===== src/rtl/tiny_bnn_pkg.sv =====
// Shared sizes and parameter-field helpers for the tiny binary neural network core.
package tiny_bnn_pkg;

   localparam int unsigned N_IN       = 8;
   localparam int unsigned N_NEURON   = 8;
   localparam int unsigned THR_W      = 4;
   localparam int unsigned FIELD_W    = N_IN + THR_W;
   localparam int unsigned PARAM_BITS = N_NEURON * FIELD_W;
   localparam int unsigned NIB_W      = N_IN / 2;

   // LSB of neuron j's weight field inside the parameter register
   function automatic int unsigned w_lsb(int unsigned j);
      return j * FIELD_W;
   endfunction

   // LSB of neuron j's threshold field (sits just above its weights)
   function automatic int unsigned t_lsb(int unsigned j);
      return j * FIELD_W + N_IN;
   endfunction

endpackage


===== src/rtl/tiny_bnn_if.sv =====
// Pin bundle between the Tiny Tapeout wrapper and the BNN core.
interface tiny_bnn_if;
   import tiny_bnn_pkg::*;

   logic                setup;
   logic                param_in;
   logic                x_bank_hi;
   logic [NIB_W-1:0]    x_nib;
   logic [N_NEURON-1:0] out;

   modport master (output setup, output param_in, output x_bank_hi, output x_nib, input out);
   modport slave  (input setup, input param_in, input x_bank_hi, input x_nib, output out);

endinterface


===== src/rtl/bnn_neuron.sv =====
// One binary neuron: XNOR the inputs with the weights, count matches, fire at threshold.
module bnn_neuron
   import tiny_bnn_pkg::*;
(
   input  logic [N_IN-1:0]  x,
   input  logic [N_IN-1:0]  w,
   input  logic [THR_W-1:0] t,
   output logic             fire
);

   logic [THR_W-1:0] match_cnt;

   // Popcount of XNOR matches; 0..8 fits in THR_W bits
   always_comb begin
      match_cnt = '0;
      for (int i = 0; i < N_IN; i++) begin
         match_cnt = match_cnt + THR_W'(x[i] ~^ w[i]);
      end
   end

   // Unsigned compare: t=0 always fires, t>=9 never fires
   assign fire = (match_cnt >= t);

endmodule


===== src/rtl/tiny_bnn.sv =====
// Single-layer BNN core: serial parameter shift register, nibble-loaded input
// register and registered neuron outputs.
module tiny_bnn
   import tiny_bnn_pkg::*;
(
   input logic       clk,
   input logic       rst,
   tiny_bnn_if.slave bus
);

   logic [PARAM_BITS-1:0] param_q;
   logic [N_IN-1:0]       x_q;
   logic [N_NEURON-1:0]   out_q;
   logic [N_NEURON-1:0]   fire;

   for (genvar j = 0; j < N_NEURON; j++) begin : g_neuron
      bnn_neuron u_neuron (
         .x    (x_q),
         .w    (param_q[w_lsb(j) +: N_IN]),
         .t    (param_q[t_lsb(j) +: THR_W]),
         .fire (fire[j])
      );
   end

   // Setup shifts parameters in (newest bit at 0); run mode loads a nibble and
   // registers the neuron outputs computed from the previous x_q.
   always_ff @(posedge clk or posedge rst) begin
      if (rst) begin
         param_q <= '0;
         x_q     <= '0;
         out_q   <= '0;
      end else if (bus.setup) begin
         param_q <= {param_q[PARAM_BITS-2:0], bus.param_in};
      end else begin
         if (bus.x_bank_hi) begin
            x_q[N_IN-1:NIB_W] <= bus.x_nib;
         end else begin
            x_q[NIB_W-1:0] <= bus.x_nib;
         end
         out_q <= fire;
      end
   end

   assign bus.out = out_q;

endmodule


===== src/flat_wrapper.sv =====
// flat-port wrapper written by rule: the top's interface ports become plain ports
module tiny_bnn_flat import tiny_bnn_pkg::*;
  (clk, rst, bus_setup, bus_param_in, bus_x_bank_hi, bus_x_nib, bus_out);
  tiny_bnn_if bus_i ();
  input logic clk;
  input logic rst;
  input wire logic [$bits(bus_i.setup)-1:0] bus_setup;
  input wire logic [$bits(bus_i.param_in)-1:0] bus_param_in;
  input wire logic [$bits(bus_i.x_bank_hi)-1:0] bus_x_bank_hi;
  input wire logic [$bits(bus_i.x_nib)-1:0] bus_x_nib;
  output wire logic [$bits(bus_i.out)-1:0] bus_out;
  assign bus_i.setup = bus_setup;
  assign bus_i.param_in = bus_param_in;
  assign bus_i.x_bank_hi = bus_x_bank_hi;
  assign bus_i.x_nib = bus_x_nib;
  assign bus_out = bus_i.out;
  tiny_bnn u_core (.clk(clk), .rst(rst), .bus(bus_i));
endmodule

===== config.mk =====
export PLATFORM = sky130hd
export DESIGN_NAME = tiny_bnn_flat
export DESIGN_NICKNAME = d
export VERILOG_FILES = /design/src/rtl/tiny_bnn_pkg.sv /design/src/rtl/tiny_bnn_if.sv /design/src/rtl/bnn_neuron.sv /design/src/rtl/tiny_bnn.sv /design/src/flat_wrapper.sv
export SDC_FILE = /design/constraint.sdc
export NUM_CORES = 1
export LEC_CHECK = 0
export ABC_AREA = 0
export ABC_CLOCK_PERIOD_IN_PS = 3620
export BUFFER_PORTS_ARGS = -buffer_cell sky130_fd_sc_hd__buf_2
export CAP_MARGIN = 25
export CELL_PAD_IN_SITES_DETAIL_PLACEMENT = 1
export CELL_PAD_IN_SITES_GLOBAL_PLACEMENT = 1
export CORE_MARGIN = 8
export CORE_UTILIZATION = 30
export CTS_CLUSTER_SIZE = 28
export DETAILED_ROUTE_END_ITERATION = 8
export PLACE_DENSITY = 0.55
export SYNTH_ARGS = -nofsm -noshare
export SYNTH_HDL_FRONTEND = slang
export SYNTH_SLANG_ARGS = --single-unit

===== constraint.sdc =====
create_clock -name clk -period 3.62 [get_ports clk]
set_input_delay 0.724 -clock clk [delete_from_list [all_inputs] [get_ports clk]]
set_output_delay 0.724 -clock clk [all_outputs]
set_load 0.05 [all_outputs]

Yosys cells after proc, flatten, opt, wreduce, memory -nomap -nowiden
Index checks and enable logic that the tools add are counted.
Widths: inputs -> output; s select.
{"block": "totals", "inputBits": 9, "wordCells": 136, "ff_bits": 112, "out_inout_bits": 8}
{"block": "classes", "n_addsub": 56, "bitwise": 66, "n_reduce_logical": 2, "order_cmp": 8}
{"operator": "$xnor 1x1->4", "count": 64}
{"operator": "$add 4x4->4", "count": 56}
{"operator": "$ge 4x4->1", "count": 8}
{"operator": "$reduce_and 2->1", "count": 2}
{"operator": "$not 1->1", "count": 2}

Depth between registers and ports, before layout
{"block": "logic_depth", "depth_word": 9, "ltp_mapped": 15, "depth_no_buf": 14}

Hierarchy
A second synthesis with hierarchy kept.
{"block": "unflattened", "hier_cells": 527, "hier_area_um2": 7028.0}
{"mod": "tiny_bnn", "seq_area_each_um2": 2802.7, "n_inst": 1, "area_each_um2": 4415.5, "cells_per_inst": 239}
{"mod": "bnn_neuron", "seq_area_each_um2": 0.0, "n_inst": 8, "area_each_um2": 326.6, "cells_per_inst": 36}

Worst setup path before layout
Ideal clock, no wire load.
{"block": "synth_timing", "path_type": "register to register", "startpoint": "register u_core.x_q[0]", "endpoint": "register u_core.out_q[1], in the netlist u_core.bus.out[1]", "period_less_slack_ns": 3.952, "stages_incl_launch_ff": 16, "required_ns": 3.495, "setup_slack_ns": -0.332, "n_path_buf": 1, "arrival_ns": 3.828, "setup_time_ns": 0.125, "path_cell_list": "dfrtp_1 buf_2 xor2_1 fa_1 inv_1 fa_1 inv_1 fa_1 inv_1 ha_1 fa_1 xor2_1 ha_1 o211ai_1 o21ai_0 mux2_2"}
{"block": "synth_between", "elab_chain_cells": 9}
{"item": "start: declaration", "line": "tiny_bnn.sv:12", "rtl": "logic [N_IN-1:0] x_q;"}
{"item": "start signal: indexed assignment", "line": "tiny_bnn.sv:36", "rtl": "x_q[N_IN-1:NIB_W] <= bus.x_nib;"}
{"item": "start signal: indexed assignment", "line": "tiny_bnn.sv:38", "rtl": "x_q[NIB_W-1:0] <= bus.x_nib;"}
{"item": "$xnor 1x1->4", "line": "bnn_neuron.sv:17", "rtl": "match_cnt = match_cnt + THR_W'(x[i] ~^ w[i]);"}
{"item": "$add 4x4->4 (7 in series)", "line": "bnn_neuron.sv:17"}
{"item": "$ge 4x4->1", "line": "bnn_neuron.sv:22", "rtl": "assign fire = (match_cnt >= t);"}
{"item": "end signal: assignment", "line": "tiny_bnn.sv:40", "rtl": "out_q <= fire;"}
{"item": "end: declaration", "line": "tiny_bnn.sv:13", "rtl": "logic [N_NEURON-1:0] out_q;"}
No other way between the ends.
A chain may end at the register's enable or synchronous reset.

Final worst setup path
{"block": "layout_timing", "startpoint": "register u_core.x_q[5]", "endpoint": "register u_core.out_q[6], in the netlist u_core.bus.out[6]"}
{"block": "layout_between", "elab_chain_cells": 5}
{"item": "$xnor 1x1->4", "line": "bnn_neuron.sv:17"}
{"item": "$add 4x4->4 (3 in series)", "line": "bnn_neuron.sv:17"}
{"item": "$ge 4x4->1", "line": "bnn_neuron.sv:22"}
No other way between the ends.

==> impl_metrics.csv <==
group,metric,value,unit
drt,avgViaCountPerCell,4.496,
die,core-area,0.02189,mm2
place,gp_congestion,0.7376,
yosys,syn_area,0.006720,mm2
timing,hold_viol_final,0,
finish,utilization,36.39,%
drt,antenna_left,0,
timing,drv_slew,0,
drt,wl,13.63,mm
global_routing,antenna_found_initial,0,
die,die_y,165.7,um
drt,routedWlPerCell,15.43,um
finish,design_area,0.007965,mm2
die,io_pins,17,
drt,via_count,3970,
critical_path,crit_slowest_cell,"fa_2",
clock_tree,cts_tree,"yes",
clock_tree,cts_buffers,9,
critical_path,reg2reg_slack,-0.33,ns
critical_path,critPathArrivalTime,4.20,ns
critical_path,critPathMaxFanout,4,
finish,layout-drive-gt1-share,33.17,%
place,dp_slack,-0.4027,ns
clock_tree,cts_max_level,3,
place,port-buffer-count,16,
clock_tree,clk_pin_slew,0.07,ns
timing,timing.fmax,0.2531,GHz
timing,worstMarginPinSlew,0.7835,ns
yosys,synth.avg_cell_area,12.15,um2
min_path,hold_start,"u_core.param_q[46]",
critical_path,path_cells,"buf_6, buf_12, xor2_2, fa_1, inv_1, fa_1, inv_1, fa_1, inv_1, ha_2, fa_2, ha_4, o211ai_1, o21ai_1, mux2_2",
clock_tree,insertion_delay,0.36,ns
drt,firstDrtPassIters,4,
min_path,min_path_cells,2,
yosys,ys_seq_elements,112,
global_routing,grt_max_degree,61,
place,dp.final_hpwl,9.972,mm
die,die_area,0.02745,mm2
finish,fillers,2363,
timing,layout_worst_path_cycle_share,109.1,%
critical_path,slowest_delay,0.55,ns
yosys,yosysUniqueCellTypes,18,
min_path,hold_end,"u_core.param_q[47]",
yosys,synth_cells,553,
min_path,hold_class,"reg -> reg",
clock_tree,clock_path_buffers,2,
drt,drt_iter0_drc,77,
finish,area_growth,18.53,%
critical_path,cp_data_required_time,3.87,ns
critical_path,critPathCaptureType,"flop",
global_routing,grtUsageTotal,10.62,%
finish,final_common_cell,"dfrtp_1",
job,maxCapViolCount,0,
yosys,synthesis.nets,650,
timing,slew_headroom,47.65,%
die,rows,54,
drt,drc,0,
timing,rsz0062_at_grt,"true",
global_routing,grt_overflow,0,
timing,tns,-2.303,ns
run_status,status,"finished with violations",
yosys,ys_seq_area_share,41.71,%
yosys,yosysWarnings,0,
clock_tree,cts_sinks,112,
timing,fin_worst_skew,0.007010,ns
clock_tree,cts_root_buf,"clkbuf_16",
timing,finalSetupViolCount,8,
critical_path,path_class,"reg -> reg",
die,initial_core_util,30.70,%
timing,period_needed,3.951,ns
clock_tree,postCtsHoldBufs,0,
finish,final_net_count,695,
finish,diodes,0,
timing,fin_ws,-0.3306,ns
run_status,violations,"negative setup slack",
global_routing,grt_pass1_wl,23.69,mm
global_routing,grt_pass1_vias,4571,
finish,final_cell_mix,"dfrtp_1 (112), mux2_2 (88), inv_1 (72)",
die,die_w,165.7,um
place,place_area,0.007550,mm2
critical_path,start_kind,"flop",
critical_path,r2r-end,"u_core.bus.out[6]",
critical_path,reg2reg_depth,15,
critical_path,rr_startpoint,"u_core.x_q[5]",
[stage by stage]
step	cells	hold WS (ns)
floorplan	553	0.4530
CTS	882	0.4913
detailed placement	864	0.4705
finish	883	0.4858
global route	883	0.5287
global placement	864	0.4643
[flip-flops by register name (all words and copies together), names as in the netlist]
signal,count
u_core.param_q,96
u_core.bus.out,8
u_core.x_q,8
[cell families after synthesis]
| logic type | after synthesis | synth area share [%] |
|---|---|---|
| compound gates | 56 | 4.468 |
| xor+xnor | 72 | 9.384 |
| simple gates | 42 | 3.128 |
| flops | 112 | 41.71 |
| fa+ha+maj | 88 | 19.96 |
| buf+inv | 95 | 6.609 |
| mux | 88 | 14.75 |
[cells in the mapped netlist, drive strengths merged]
cell type,instances,area share (%)
inv,73,4.1
nor2b,9,0.84
xnor2,24,3.1
buf,21,2.5
dfrtp,112,42
nor3b,8,0.89
clkbuf,1,0.056
nand2,24,1.3
o21ai,32,2.4
mux2,88,15
o211ai,8,0.89
xor2,48,6.3
ha,56,10
nor2,1,0.056
fa,32,9.5
a21oi,16,1.2
[final cells by class]
type / count / area, um2 / share of cell area, %
Multi-Input combinational cell: 346 / 3729 / 46.81
Sequential cell: 112 / 2803 / 35.19
Timing Repair Buffer: 56 / 459.2 / 5.765
Tap cell: 280 / 350.3 / 4.398
Inverter: 73 / 277.8 / 3.487
Clock buffer: 11 / 242.7 / 3.047
Clock inverter: 5 / 103.9 / 1.304
[metal layers]
metal	GRT usage, %	part of all wire, %
met1	12.99	46
met5	0	0
met3	2.319	2.0
met2	18.26	51
met4	3.292	1.3
[worst max path at each step]
stage,start,endpoint,slack (ns),cells after the start
4_1_cts,u_core.x_q[5],u_core.bus.out[4],-0.34,14
3_3_place_gp,u_core.x_q[7],u_core.bus.out[1],-0.33,14
6_report,u_core.x_q[5],u_core.bus.out[6],-0.33,15
3_5_place_dp,u_core.x_q[5],u_core.bus.out[4],-0.40,14
5_1_grt,u_core.x_q[7],u_core.bus.out[4],-0.50,14
2_1_floorplan,u_core.x_q[5],u_core.bus.out[4],-0.19,14
[repair_timing]
| item | in CTS | in global routing |
|---|---|---|
| endpoints found under the setup margin | 8 | 8 |
| gates cloned | 0 | 0 |
| setup buffers | 2 | 1 |
| resized for setup | 8 | 0 |
| pin swaps | 34 | 7 |
[worst max-delay path: cells and delay by family, from the launching register on]
family | cells | cell delay (ns)
DFF | 1 | 0.41
AOI/OAI and AO/OA | 2 | 0.25
muxes | 1 | 0.26
adders and majority gates | 6 | 2.36
buffers and inverters | 5 | 0.42
xor gates and xnor gates | 1 | 0.14
Power is left out: the tool's default activity adds up to more than one toggle a clock period on the data nets, which glitch-free logic cannot reach.
